### src/rtl/nibble_serial_addsub.sv
// nibble_serial_addsub: WIDTH-bit add/subtract computed one nibble per clock
// through a single shared 4-bit ripple adder, LS nibble first. Operands are
// held in right-shifting registers so the active nibble is always bits [3:0];
// the partial result shifts in from the top and is committed to the visible
// result register only on the final nibble edge, so result/flags stay stable
// for the whole duration of the next operation.

// Team 4-bit ripple-carry adder.
module adder_4 (
    input  logic [3:0] a,
    input  logic [3:0] b,
    input  logic       cin,
    output logic [3:0] s,
    output logic       cf
);
    logic [4:0] c;

    assign c[0] = cin;

    for (genvar i = 0; i < 4; i++) begin : g_bit
        assign s[i]   = a[i] ^ b[i] ^ c[i];
        assign c[i+1] = (a[i] & b[i]) | (a[i] & c[i]) | (b[i] & c[i]);
    end

    assign cf = c[4];
endmodule

module nibble_serial_addsub #(
    parameter int WIDTH = 16
) (
    input  logic             clk,
    input  logic             rst_n,
    input  logic             start,
    input  logic             sub,
    input  logic [WIDTH-1:0] a,
    input  logic [WIDTH-1:0] b,
    output logic             busy,
    output logic             done,
    output logic [WIDTH-1:0] result,
    output logic             cf,
    output logic             of,
    output logic             zf
);
    localparam int NIB = WIDTH / 4;
    localparam int CW  = (NIB > 1) ? $clog2(NIB) : 1;

    // Reject widths the nibble schedule cannot cover.
    if ((WIDTH % 4) != 0 || WIDTH < 8) begin : g_bad_width
        $error("nibble_serial_addsub: WIDTH must be a multiple of 4 and >= 8");
    end

    typedef enum logic [1:0] {
        IDLE = 2'd0,
        RUN  = 2'd1,
        DONE = 2'd2
    } state_t;

    state_t           state_q;
    logic [WIDTH-1:0] opa_q, opb_q, acc_q, result_q;
    logic             carry_q, busy_q, done_q, cf_q, of_q, zf_q;
    logic [CW-1:0]    cnt_q;

    logic [3:0]       add_s;
    logic             add_cf;
    logic [WIDTH-1:0] acc_d;
    logic             last_nib;

    // The one shared nibble adder; current slice always sits in bits [3:0].
    adder_4 u_add (
        .a   (opa_q[3:0]),
        .b   (opb_q[3:0]),
        .cin (carry_q),
        .s   (add_s),
        .cf  (add_cf)
    );

    // Next partial result: new nibble enters at the top, older ones move down.
    always_comb begin
        acc_d    = {add_s, acc_q[WIDTH-1:4]};
        last_nib = (cnt_q == CW'(NIB - 1));
    end

    // Control FSM with all datapath registers and registered outputs.
    always_ff @(posedge clk or negedge rst_n) begin
        if (!rst_n) begin
            state_q  <= IDLE;
            opa_q    <= '0;
            opb_q    <= '0;
            acc_q    <= '0;
            result_q <= '0;
            carry_q  <= 1'b0;
            cnt_q    <= '0;
            busy_q   <= 1'b0;
            done_q   <= 1'b0;
            cf_q     <= 1'b0;
            of_q     <= 1'b0;
            zf_q     <= 1'b0;
        end else begin
            case (state_q)
                IDLE: begin
                    done_q <= 1'b0;
                    if (start) begin
                        opa_q   <= a;
                        opb_q   <= sub ? ~b : b;
                        carry_q <= sub;
                        cnt_q   <= '0;
                        acc_q   <= '0;
                        busy_q  <= 1'b1;
                        state_q <= RUN;
                    end
                end
                RUN: begin
                    opa_q   <= opa_q >> 4;
                    opb_q   <= opb_q >> 4;
                    acc_q   <= acc_d;
                    carry_q <= add_cf;
                    cnt_q   <= cnt_q + CW'(1);
                    if (last_nib) begin
                        // opa/opb [3] are the operand sign bits on this cycle.
                        result_q <= acc_d;
                        cf_q     <= add_cf;
                        of_q     <= (opa_q[3] == opb_q[3]) && (add_s[3] != opa_q[3]);
                        zf_q     <= (acc_d == '0);
                        done_q   <= 1'b1;
                        state_q  <= DONE;
                    end
                end
                DONE: begin
                    done_q  <= 1'b0;
                    busy_q  <= 1'b0;
                    state_q <= IDLE;
                end
                default: begin
                    done_q  <= 1'b0;
                    busy_q  <= 1'b0;
                    state_q <= IDLE;
                end
            endcase
        end
    end

    assign busy   = busy_q;
    assign done   = done_q;
    assign result = result_q;
    assign cf     = cf_q;
    assign of     = of_q;
    assign zf     = zf_q;
endmodule

### config.mk
export PLATFORM = sky130hd
export DESIGN_NAME = nibble_serial_addsub
export DESIGN_NICKNAME = d
export VERILOG_FILES = /design/src/rtl/nibble_serial_addsub.sv
export SDC_FILE = /design/constraint.sdc
export NUM_CORES = 1
export LEC_CHECK = 0
export ABC_AREA = 1
export CAP_MARGIN = 15
export CORE_AREA = 3 3 101 103
export DETAILED_ROUTE_END_ITERATION = 10
export DIE_AREA = 0 0 104 106
export SKIP_LAST_GASP = 1
export SYNTH_ARGS = -nofsm -noshare
export SYNTH_HDL_FRONTEND = slang
export SYNTH_HIERARCHICAL = 1
export SYNTH_SLANG_ARGS = --single-unit
export TNS_END_PERCENT = 50
### constraint.sdc
create_clock -name clk -period 2.4 [get_ports clk]
set_clock_uncertainty 0.2 [all_clocks]
set_input_delay 0.36 -clock clk [delete_from_list [all_inputs] [get_ports clk]]
set_output_delay 0.36 -clock clk [all_outputs]
set_load 0.05 [all_outputs]
==> out/summary.txt <==
CP max FO -> 4
Pwr Total -> 6.02 mW
cell count after synthesis -> 356
dpl ws -> -0.0738 ns
global-route wire length before repair -> 11.8 mm
Post-Route WL -> 6.74 mm
sequential share of the synthesized area -> 53.9%
Final Instance Area -> 4160 µm²
number of global-route vias before repair -> 2554
Synth Area per Inst -> 9.12 µm²
Worst path max stage delay -> 0.41 ns
IO Count -> 57
CTS Buf Count -> 9
register area -> 1750 µm²
Post-synth EDFFs -> 0
critical path class -> reg -> reg
Sw Share -> 43.3%
root buffer cell -> clkbuf_8
syn_nets -> 397
max-cap violation count -> 0
Vias -> 2470
Die Height -> 106 µm
RSZ-0062 raised after global routing -> yes
Crit path top cell by count -> inv_2
n_diodes -> 0
critical path's slowest cell -> fa_1
Leakage -> 1.91 nW
status -> finished with violations
Vias/cell -> 4.47
number of buffers added on ports -> 56
CTS Sinks -> 70
H-tree levels -> 3
worst setup path endpoint -> of
Switch Pwr -> 2.61 mW
drt drc -> 0
setup violators final -> 3
worst hold path class -> reg -> reg
Die ar. -> 11000 µm²
worst path cell trace -> inv_2 > fa_2 > inv_2 > fa_2 > fa_2 > inv_2 > fa_1 > inv_2 > inv_2 > o21ai_1 > nand2_1 > o21ai_1
top cells by count, synth -> nand2_1, dfrtp_1, inv_1, o21ai_1, nor2_1
most instantiated library cell after synthesis -> nand2_1
CTS max path bufs -> 2
clock transition at the registers of the reported paths -> 0.07 ns
WHS Path Cells -> 2
post-route ant nets -> 0
Mapped Area -> 3250 µm²
Slew Limit Fails -> 0
crit path DAT -> 2.56 ns
worst setup path startpoint -> opa_q[0]
Data required, critical path -> 2.47 ns
number of fill cells -> 951
detailed placer's ending HPWL -> 4.84 mm
Gate power share -> 50.0%
GRT Total Usage -> 13.2%
share of synthesized registers carrying an async set or reset -> 100%
largest net degree at the start of global routing -> 36
worst slew pin tran -> 0.502 ns
CTS tree -> built
Placed Area -> 3930 µm²
ratio of cells with drive above 1 in the final layout -> 11.1%
Final Hold Viols -> 0
R2R setup slack -> -0.09 ns
cells on worst reg2reg path -> 12
largest cells by area after synthesis -> dfrtp_1, nand2_1, xnor2_1, inv_1, o21ai_1
sequential power share -> 33.2%
area delta synth->final -> 28.0%
initial antenna violation count -> 0
worst vdd ir -> 656 µV
Synth cell types -> 25
Cell Count, Final, Fillers Out -> 552
die width -> 104 µm
Worst-Skew Late Latency -> 0.34 ns
drt initial violations -> 113
DRT Pass-1 Iters -> 6
Tcrit/Tclk final -> 104%
Clk pwr share -> 16.8%
Reg2Reg Capture Point -> of
startpoint of the worst register-to-register path -> opa_q[0]
Initial Util -> 35.0%
final worst slack -> -0.0898 ns
synthesis-stage register bit count -> 70
cell type with the largest total area after synthesis -> dfrtp_1
gpl congestion -> 0.759
Net count, final -> 460
Worst setup EP type -> register
failing checks -> setup timing
Synth top area share -> 53.9%
Power Dens Cells -> 1450 nW/µm²
fmax -> 402 MHz
Congestion Overflow GR -> 0
multi-input logic area -> 1210 µm²
Core ar. -> 9280 µm²
cell internal power dissipation -> 3.41 mW
row count -> 35
startpoint types -> register
placed cell count -> 535
Primary FF master, synth -> dfrtp_1
slew margin rel. -> 66.4%
drt wl/cell -> 12.2 µm
synth warn -> 6
Tmin final -> 2.49 ns
cell families (layout without fill, tap and decap cells):
family / Yosys count / in the layout / share of synthesized area, %
flip-flops: 70 / 70 / 53.9
XOR/XNOR: 16 / 16 / 4.31
AND/OR/NAND/NOR: 139 / 139 / 18.3
buffers and inverters: 57 / 124 / 9.05
AO/OA/AOI/OAI: 69 / 69 / 11.6
adder cells (fa/ha/maj): 5 / 5 / 2.85
what timing repair did:
action	CTS	global route
endpoints found under the hold margin	19	0
gates resized for setup	3	3
hold buffers	1	0
buffers inserted	0	1
setup endpoints to repair	3	4
pin swaps	0	4
stage by stage:
step,util [%],TNS [ns],hold WS (ns)
after global placement,42.3,-0.0796,0.148
after floorplan,-,0,-0.136
after detailed placement,42.3,-0.159,0.148
after global routing,44.8,-0.646,0.295
after CTS,44.7,-0.157,0.277
final,44.8,-0.170,0.272
critical path, delay by kind of cell (launching register included):
| kind | cells | cell delay, ns |
|---|---|---|
| and+or+nand+nor | 1 | 0.06 |
| AOI/OAI and AO/OA | 2 | 0.21 |
| DFF | 1 | 0.39 |
| buffers and inverters | 5 | 0.28 |
| adders and majority gates | 4 | 1.27 |
sequential cells by signal, summed over array words and instances, names as in the netlist, 2 cells and up:
signal,cells
opb_q,16
opa_q,16
acc_q,12
cnt_q,2
result,16
state_q,2
power groups by stage:
stage / Sequential (mW) / Clock, mW / Combinational [mW]
final: 2.00 / 1.01 / 3.01
after global routing: 2.07 / 1.09 / 3.42
after CTS: 2.00 / 1.04 / 3.02
after detailed placement: 2.02 / 0 / 3.00
after global placement: 2.01 / 0 / 2.95
after floorplan: 2.43 / 0 / 1.81
layer usage:
metal,part of all wire [%],GRT usage (%)
met5,0,0
met1,45,15.8
met2,49,23.0
met4,0.68,3.42
met3,5.2,4.37
how the worst min path moves through the flow:
stage / from / to
global placement: rst_n / result[4]
finish: opb_q[4] / opb_q[4]
floorplan: rst_n / acc_q[10]
detailed placement: rst_n / result[5]
CTS: opb_q[4] / opb_q[4]
global route: opb_q[9] / opb_q[9]
area by class of cell:
cell class | count | area share [%]
clock buffer | 9 | 2.98
clock inverter | 6 | 2.11
inverter | 39 | 3.58
multi-input combinational | 229 | 29.1
sequential | 70 | 42.1
tap | 129 | 3.88
timing repair buffer | 70 | 16.2
cells in the final DEF (no fill, tap or decap), types with 2 or more instances in the layout:
master           Yosys  final
fa_2                 0      3
clkinv_4             0      2
nand3_1             14     14
or2_1                7      7
buf_4                7     12
xnor2_1             16     16
o21ai_2              2      2
clkdlybuf4s50_1      0     55
clkbuf_8             0      9
o21ai_0             20     18
dfrtp_1             70     70
o22ai_1             16     16
o21ai_1             27     29
a21oi_1              3      3
inv_2                2      8
inv_1               36     30
clkinv_2             0      2
nand2_1             87     87
nor2_1              26     26
bufinv_16            0      2
(Power assumes the default switching activity.)
